[src/rtl/banco_registradores_pkg.sv]
// Shared register-file constants and types; also used by the writeback destination mux.
package banco_registradores_pkg;

    localparam int DATA_WIDTH_DEF = 32;
    localparam int NUM_REGS       = 32;
    localparam int IDX_WIDTH      = 5;

    localparam logic [IDX_WIDTH-1:0] REG_ZERO        = 5'd0;
    localparam logic [IDX_WIDTH-1:0] REG_SP          = 5'd29;
    localparam logic [IDX_WIDTH-1:0] REG_KERNEL_ADDR = 5'b11001;
    localparam logic [IDX_WIDTH-1:0] REG_ADDRESS     = 5'b11111;

    localparam logic [DATA_WIDTH_DEF-1:0] SP_INIT_DEF = 32'h0000_3FFC;

    typedef logic [IDX_WIDTH-1:0] reg_idx_t;

    typedef struct packed {
        logic haz_a;
        logic haz_b;
        logic haz_w;
    } hazards_t;

    // True when a writeback in flight this cycle targets 'idx' (bypass / hazard resolution).
    function automatic logic escrita_atinge(input logic en, input reg_idx_t dest,
                                            input reg_idx_t idx);
        return en && (dest == idx) && (idx != REG_ZERO);
    endfunction

endpackage

[src/rtl/placar_registradores.sv]
// Pending-write scoreboard: one bit per register, set on reservation, cleared on writeback.
module placar_registradores
    import banco_registradores_pkg::*;
(
    input  logic          clock,
    input  logic          reset,
    input  logic [4:0]    rs,
    input  logic [4:0]    rt,
    input  logic          usa_rs,
    input  logic          usa_rt,
    input  logic          escreve_reg,
    input  logic [4:0]    reg_escrito,
    input  logic          reserva_reg,
    input  logic [4:0]    reg_reservado,
    output logic          stall,
    output logic [31:0]   pendentes
);

    hazards_t       haz;
    logic [31:0]    pendentes_next;
    logic           limpa;
    logic           marca;

    always_comb begin
        haz.haz_a = usa_rs && (rs != REG_ZERO) && pendentes[rs]
                    && !escrita_atinge(escreve_reg, reg_escrito, rs);
        haz.haz_b = usa_rt && (rt != REG_ZERO) && pendentes[rt]
                    && !escrita_atinge(escreve_reg, reg_escrito, rt);
        haz.haz_w = reserva_reg && (reg_reservado != REG_ZERO) && pendentes[reg_reservado]
                    && !escrita_atinge(escreve_reg, reg_escrito, reg_reservado);
        stall     = reset && (haz.haz_a || haz.haz_b || haz.haz_w);
    end

    // Set is applied after clear so a new producer keeps ownership of the register.
    always_comb begin
        // NOTE: every combinational output gets a default first so no latch is inferred.
        pendentes_next = pendentes;
        limpa          = escreve_reg && (reg_escrito != REG_ZERO);
        marca          = reserva_reg && (reg_reservado != REG_ZERO) && !stall;
        if (limpa) pendentes_next[reg_escrito]   = 1'b0;
        if (marca) pendentes_next[reg_reservado] = 1'b1;
    end

    always_ff @(posedge clock) begin
        // NOTE: sequential state uses non-blocking assignment so all flops update together.
        if (!reset) pendentes <= '0;
        else        pendentes <= pendentes_next;
    end

endmodule

[src/rtl/banco_registradores.sv]
// 32-entry register file with write-to-read bypass, hardwired $zero and an integrated scoreboard.
module banco_registradores
    import banco_registradores_pkg::*;
#(
    parameter int                    DATA_WIDTH = DATA_WIDTH_DEF,
    parameter logic [DATA_WIDTH-1:0] SP_INIT    = SP_INIT_DEF
) (
    input  logic                  clock,
    input  logic                  reset,
    input  logic [4:0]            RS,
    input  logic [4:0]            RT,
    input  logic                  usaRS,
    input  logic                  usaRT,
    output logic [DATA_WIDTH-1:0] dadoRS,
    output logic [DATA_WIDTH-1:0] dadoRT,
    input  logic                  escreveReg,
    input  logic [4:0]            regEscrito,
    input  logic [DATA_WIDTH-1:0] dadoEscrito,
    input  logic                  reservaReg,
    input  logic [4:0]            regReservado,
    output logic                  stall,
    output logic [31:0]           pendentes
);

    logic [DATA_WIDTH-1:0] regs [NUM_REGS];

    // Reg 0 is never written, so its flops hold the reset value of zero forever.
    always_ff @(posedge clock) begin
        if (!reset) begin
            // NOTE: this array is reset explicitly because $sp must come up at SP_INIT and the
            // rest at zero; plain storage arrays are normally left unreset.
            for (int i = 0; i < NUM_REGS; i++) begin
                regs[i] <= (reg_idx_t'(i) == REG_SP) ? SP_INIT : '0;
            end
        end else if (escreveReg && (regEscrito != REG_ZERO)) begin
            regs[regEscrito] <= dadoEscrito;
        end
    end

    always_comb begin
        dadoRS = regs[RS];
        if (RS == REG_ZERO)                                  dadoRS = '0;
        else if (escrita_atinge(escreveReg, regEscrito, RS)) dadoRS = dadoEscrito;

        dadoRT = regs[RT];
        if (RT == REG_ZERO)                                  dadoRT = '0;
        else if (escrita_atinge(escreveReg, regEscrito, RT)) dadoRT = dadoEscrito;
    end

    placar_registradores u_placar (
        .clock         (clock),
        .reset         (reset),
        .rs            (RS),
        .rt            (RT),
        .usa_rs        (usaRS),
        .usa_rt        (usaRT),
        .escreve_reg   (escreveReg),
        .reg_escrito   (regEscrito),
        .reserva_reg   (reservaReg),
        .reg_reservado (regReservado),
        .stall         (stall),
        .pendentes     (pendentes)
    );

endmodule

[config.mk]
export PLATFORM = sky130hd
export DESIGN_NAME = banco_registradores
export DESIGN_NICKNAME = d
export VERILOG_FILES = /design/src/rtl/banco_registradores_pkg.sv /design/src/rtl/placar_registradores.sv /design/src/rtl/banco_registradores.sv
export SDC_FILE = /design/constraint.sdc
export NUM_CORES = 2
export LEC_CHECK = 0
export CELL_PAD_IN_SITES_DETAIL_PLACEMENT = 1
export CELL_PAD_IN_SITES_GLOBAL_PLACEMENT = 1
export CORE_MARGIN = 3
export CORE_UTILIZATION = 46
export CTS_CLUSTER_DIAMETER = 30
export CTS_CLUSTER_SIZE = 16
export DETAILED_ROUTE_END_ITERATION = 10
export HOLD_SLACK_MARGIN = 0.15
export PLACE_DENSITY_LB_ADDON = 0.1
export SLEW_MARGIN = 0
export SYNTH_ARGS = -nofsm -noshare
export SYNTH_HDL_FRONTEND = slang
export SYNTH_SLANG_ARGS = --single-unit
[constraint.sdc]
create_clock -name clock -period 6.1 [get_ports clock]
set_input_delay 1.22 -clock clock [delete_from_list [all_inputs] [get_ports clock]]
set_output_delay 1.22 -clock clock [all_outputs]
set_load 0.01 [all_outputs]
==> flow_summary_export.csv <==
group,metric,value,unit
outcome,status,"finished, final reports clean",
synthesis,synth_cell_types,51,
floorplan,row_count,128,
floorplan,io_pins,155,
global_route,grt_pass1_wl,311000,um
setup_path,start_kind,"primary input",
placement,place.gp.congestion,0.868,
sta,min_period,5.88,ns
sta,finalCritPeriodShare,0.964,
floorplan,dieHeight,358,um
synthesis,ys.flop_type,"edfxtp_1",
power_and_ir_drop,p_sw,6.01,mW
synthesis,synth_warnings,0,
sta,drv_slew,0,
flow_run,drv_cap,0,
placement,place_hpwl,128000,um
synthesis,yosysSeqAreaShare,0.550,
sta,rsz0062_at_grt,"no",
global_route,grt_overflow,0,
cts,cts-root-buf,"clkbuf_16",
placement,io_buffers,154,
detailed_routing,drtPass1Iterations,6,
cts,clk_latency,0.86,ns
final_layout,syn2layout_area_growth,24.3,%
detailed_routing,ant_nets,0,
cts,cts.path.max_buffers,4,
sta,setup-tns-final,0,ns
power_and_ir_drop,intPower,19.8,mW
setup_path,r2r_slack,3.32,ns
cts,clk_pin_slew,0.04,ns
cts,cts_tree,"built",
synthesis,syn_area,0.0571,mm2
cts,cts_buffers,285,
floorplan,die_width,358,um
synthesis,syn_inst,3628,
synthesis,synth_edf_count,1024,
floorplan,die_area,0.128,mm2
sta,final_hold_viol_count,0,
cts,cts_resized,0,
worst_hold_path,hp-class,"flop to flop",
setup_path,critPathKind,"primary input to primary output",
power_and_ir_drop,seqPwrFrac,0.334,
detailed_routing,first_iter_violations,5046,
setup_path,crit_fanout,19,
setup_path,critPathArrivalTime,4.66,ns
setup_path,crit_path_end_kind,"primary output",
cts,post_cts_buffers,0,
detailed_routing,drt-total-wl,220000,um
sta,slew_headroom,0.173,
power_and_ir_drop,p_leak,24.8,nW
detailed_routing,avgViaCountPerCell,6.69,
final_layout,utilization,0.579,
power_and_ir_drop,clkPwrFrac,0.569,
detailed_routing,wl_per_cell,38.5,um
floorplan,core,0.123,mm2
sta,setup_viol,0,
sta,worst_pin_slew,1.24,ns
global_route,grt_util_all_layers,0.348,
final_layout,n_fill_cell,11000,
global_route,grt_max_degree,85,
cts,cts_sinks,1056,
synthesis,avgSynthCellArea,15.7,um2
sta,max_freq,170,MHz
synthesis,ys_ff_latch,1056,
setup_path,cp_data_required_time,4.88,ns
final_layout,nets,3954,
global_route,first_global_vias,41100,
final_layout,drive_gt1_frac,0.322,
cts,cts_hold_buffers,0,
detailed_routing,drc,0,
power_and_ir_drop,peakVddDrop,350,uV
synthesis,synthArstFlopShare,0,
cts,h-tree-depth,5,
sta,clock-skew-final,0.0126,ns
floorplan,initial_core_util,0.466,
global_route,antenna_found_initial,21,
power_and_ir_drop,powerDensity,364,mW/mm2
detailed_routing,vias,38300,
power_and_ir_drop,swShare,0.233,
power_and_ir_drop,power_frac_comb,0.097,
## power by group through the flow
stage / Combinational, mW / Sequential, mW / Clock (mW)
floorplan: 1.43 / 8.64 / 0
finish: 2.51 / 8.61 / 14.7
CTS: 2.50 / 8.61 / 14.8
global route: 2.60 / 8.65 / 15.2
global placement: 2.45 / 8.65 / 0
detailed placement: 2.48 / 8.71 / 0
## metrics by stage
stage	area (um2)	total power [mW]	hold WS, ns	std cells	setup WS [ns]
6_report	70900	25.8	0.541	5721	0.217
5_1_grt	70900	26.4	0.570	5720	0.218
2_1_floorplan	57200	10.1	0.505	3659	1.24
3_3_place_gp	61700	11.1	0.518	5234	0.415
4_1_cts	70900	25.9	0.533	5720	0.364
3_5_place_dp	61700	11.2	0.523	5234	0.386
## routing by layer
layer | wire (um) | up-vias | global-route usage
met5 | 30 | - | 0
met4 | 9880 | 4 | 0.151
met3 | 22200 | 572 | 0.0810
met2 | 106000 | 2482 | 0.558
met1 | 82200 | 20500 | 0.455
li1 | - | 14700 | -
## path summary, 6_finish.rpt
| path | cells after the start | from | end |
|---|---|---|---|
| hold reg to reg | 1 | u_placar.pendentes[0] | u_placar.pendentes[0] |
| hold / removal | 1 | u_placar.pendentes[0] | u_placar.pendentes[0] |
| setup reg to reg | 6 | u_placar.pendentes[5] | u_placar.pendentes[31] |
| setup / recovery | 6 | RS[4] | dadoRS[13] |
## synthesized netlist by cell type (all sizes together) (4+ instances only)
library cell,count,area share
edfxtp,1024,0.54
dfxtp,32,0.011
a22oi,5,0.00066
o31ai,12,0.0018
xor2,8,0.0012
a211oi,32,0.0042
xnor2,7,0.0011
clkbuf,309,0.020
or3,15,0.0016
and2,982,0.11
nand4,7,0.00077
o32ai,4,0.0010
nor2,68,0.0045
nor2b,8,0.00088
mux4,632,0.25
mux2i,97,0.017
nand3,15,0.0013
nand2,62,0.0041
inv,21,0.0014
nor3,5,0.00044
nand3b,4,0.00053
o211ai,13,0.0017
a31oi,34,0.0037
nand2b,5,0.00055
o21ai,64,0.0056
buf,90,0.0087
o22ai,15,0.0016
o22a,32,0.0049
## cells in the final DEF, fill, tap and decap left out, types with 41 or more instances in the layout
cell type,n
clkdlybuf4s50_1,144
buf_4,161
clkinv_2,43
edfxtp_1,1024
clkbuf_16,291
clkinv_1,41
mux2i_1,97
mux4_2,632
nand2_1,59
and2_1,982
clkbuf_1,41
## cells by family (layout without fill, tap and decap cells)
kind of cell,count (synthesis),count (layout),synth area share
AO/OA/AOI/OAI,220,220,0.0265
XOR/XNOR,15,15,0.00230
multiplexers,730,730,0.267
AND/OR/NAND/NOR,1185,1185,0.124
other,1,33,0.0000657
flip-flops,1056,1056,0.550
buffers and inverters,421,857,0.0305
## worst max-delay path: stages
cell and delay (ns):
clkdlybuf4s50_1 0.52, xor2_1 0.21, nor4_1 0.65, nand3_4 0.68
a31oi_1 0.71, clkdlybuf4s50_1 0.67
## flip-flops by register name, summed over array words and instances (netlist names)
register and flops:
u_placar.pendentes 32, regs 1024
## final cells by class
type | instances | area [um2] | area share
clock inverter | 149 | 1760 | 0.0248
tap | 1625 | 2030 | 0.0287
inverter | 22 | 82.6 | 0.00116
sequential | 1056 | 31400 | 0.443
multi-input combinational | 2182 | 24700 | 0.348
antenna | 1 | 2.50 | 0.0000353
timing repair buffer | 349 | 3480 | 0.0491
clock buffer | 337 | 7500 | 0.106
Power figures use the tool's default switching activity.
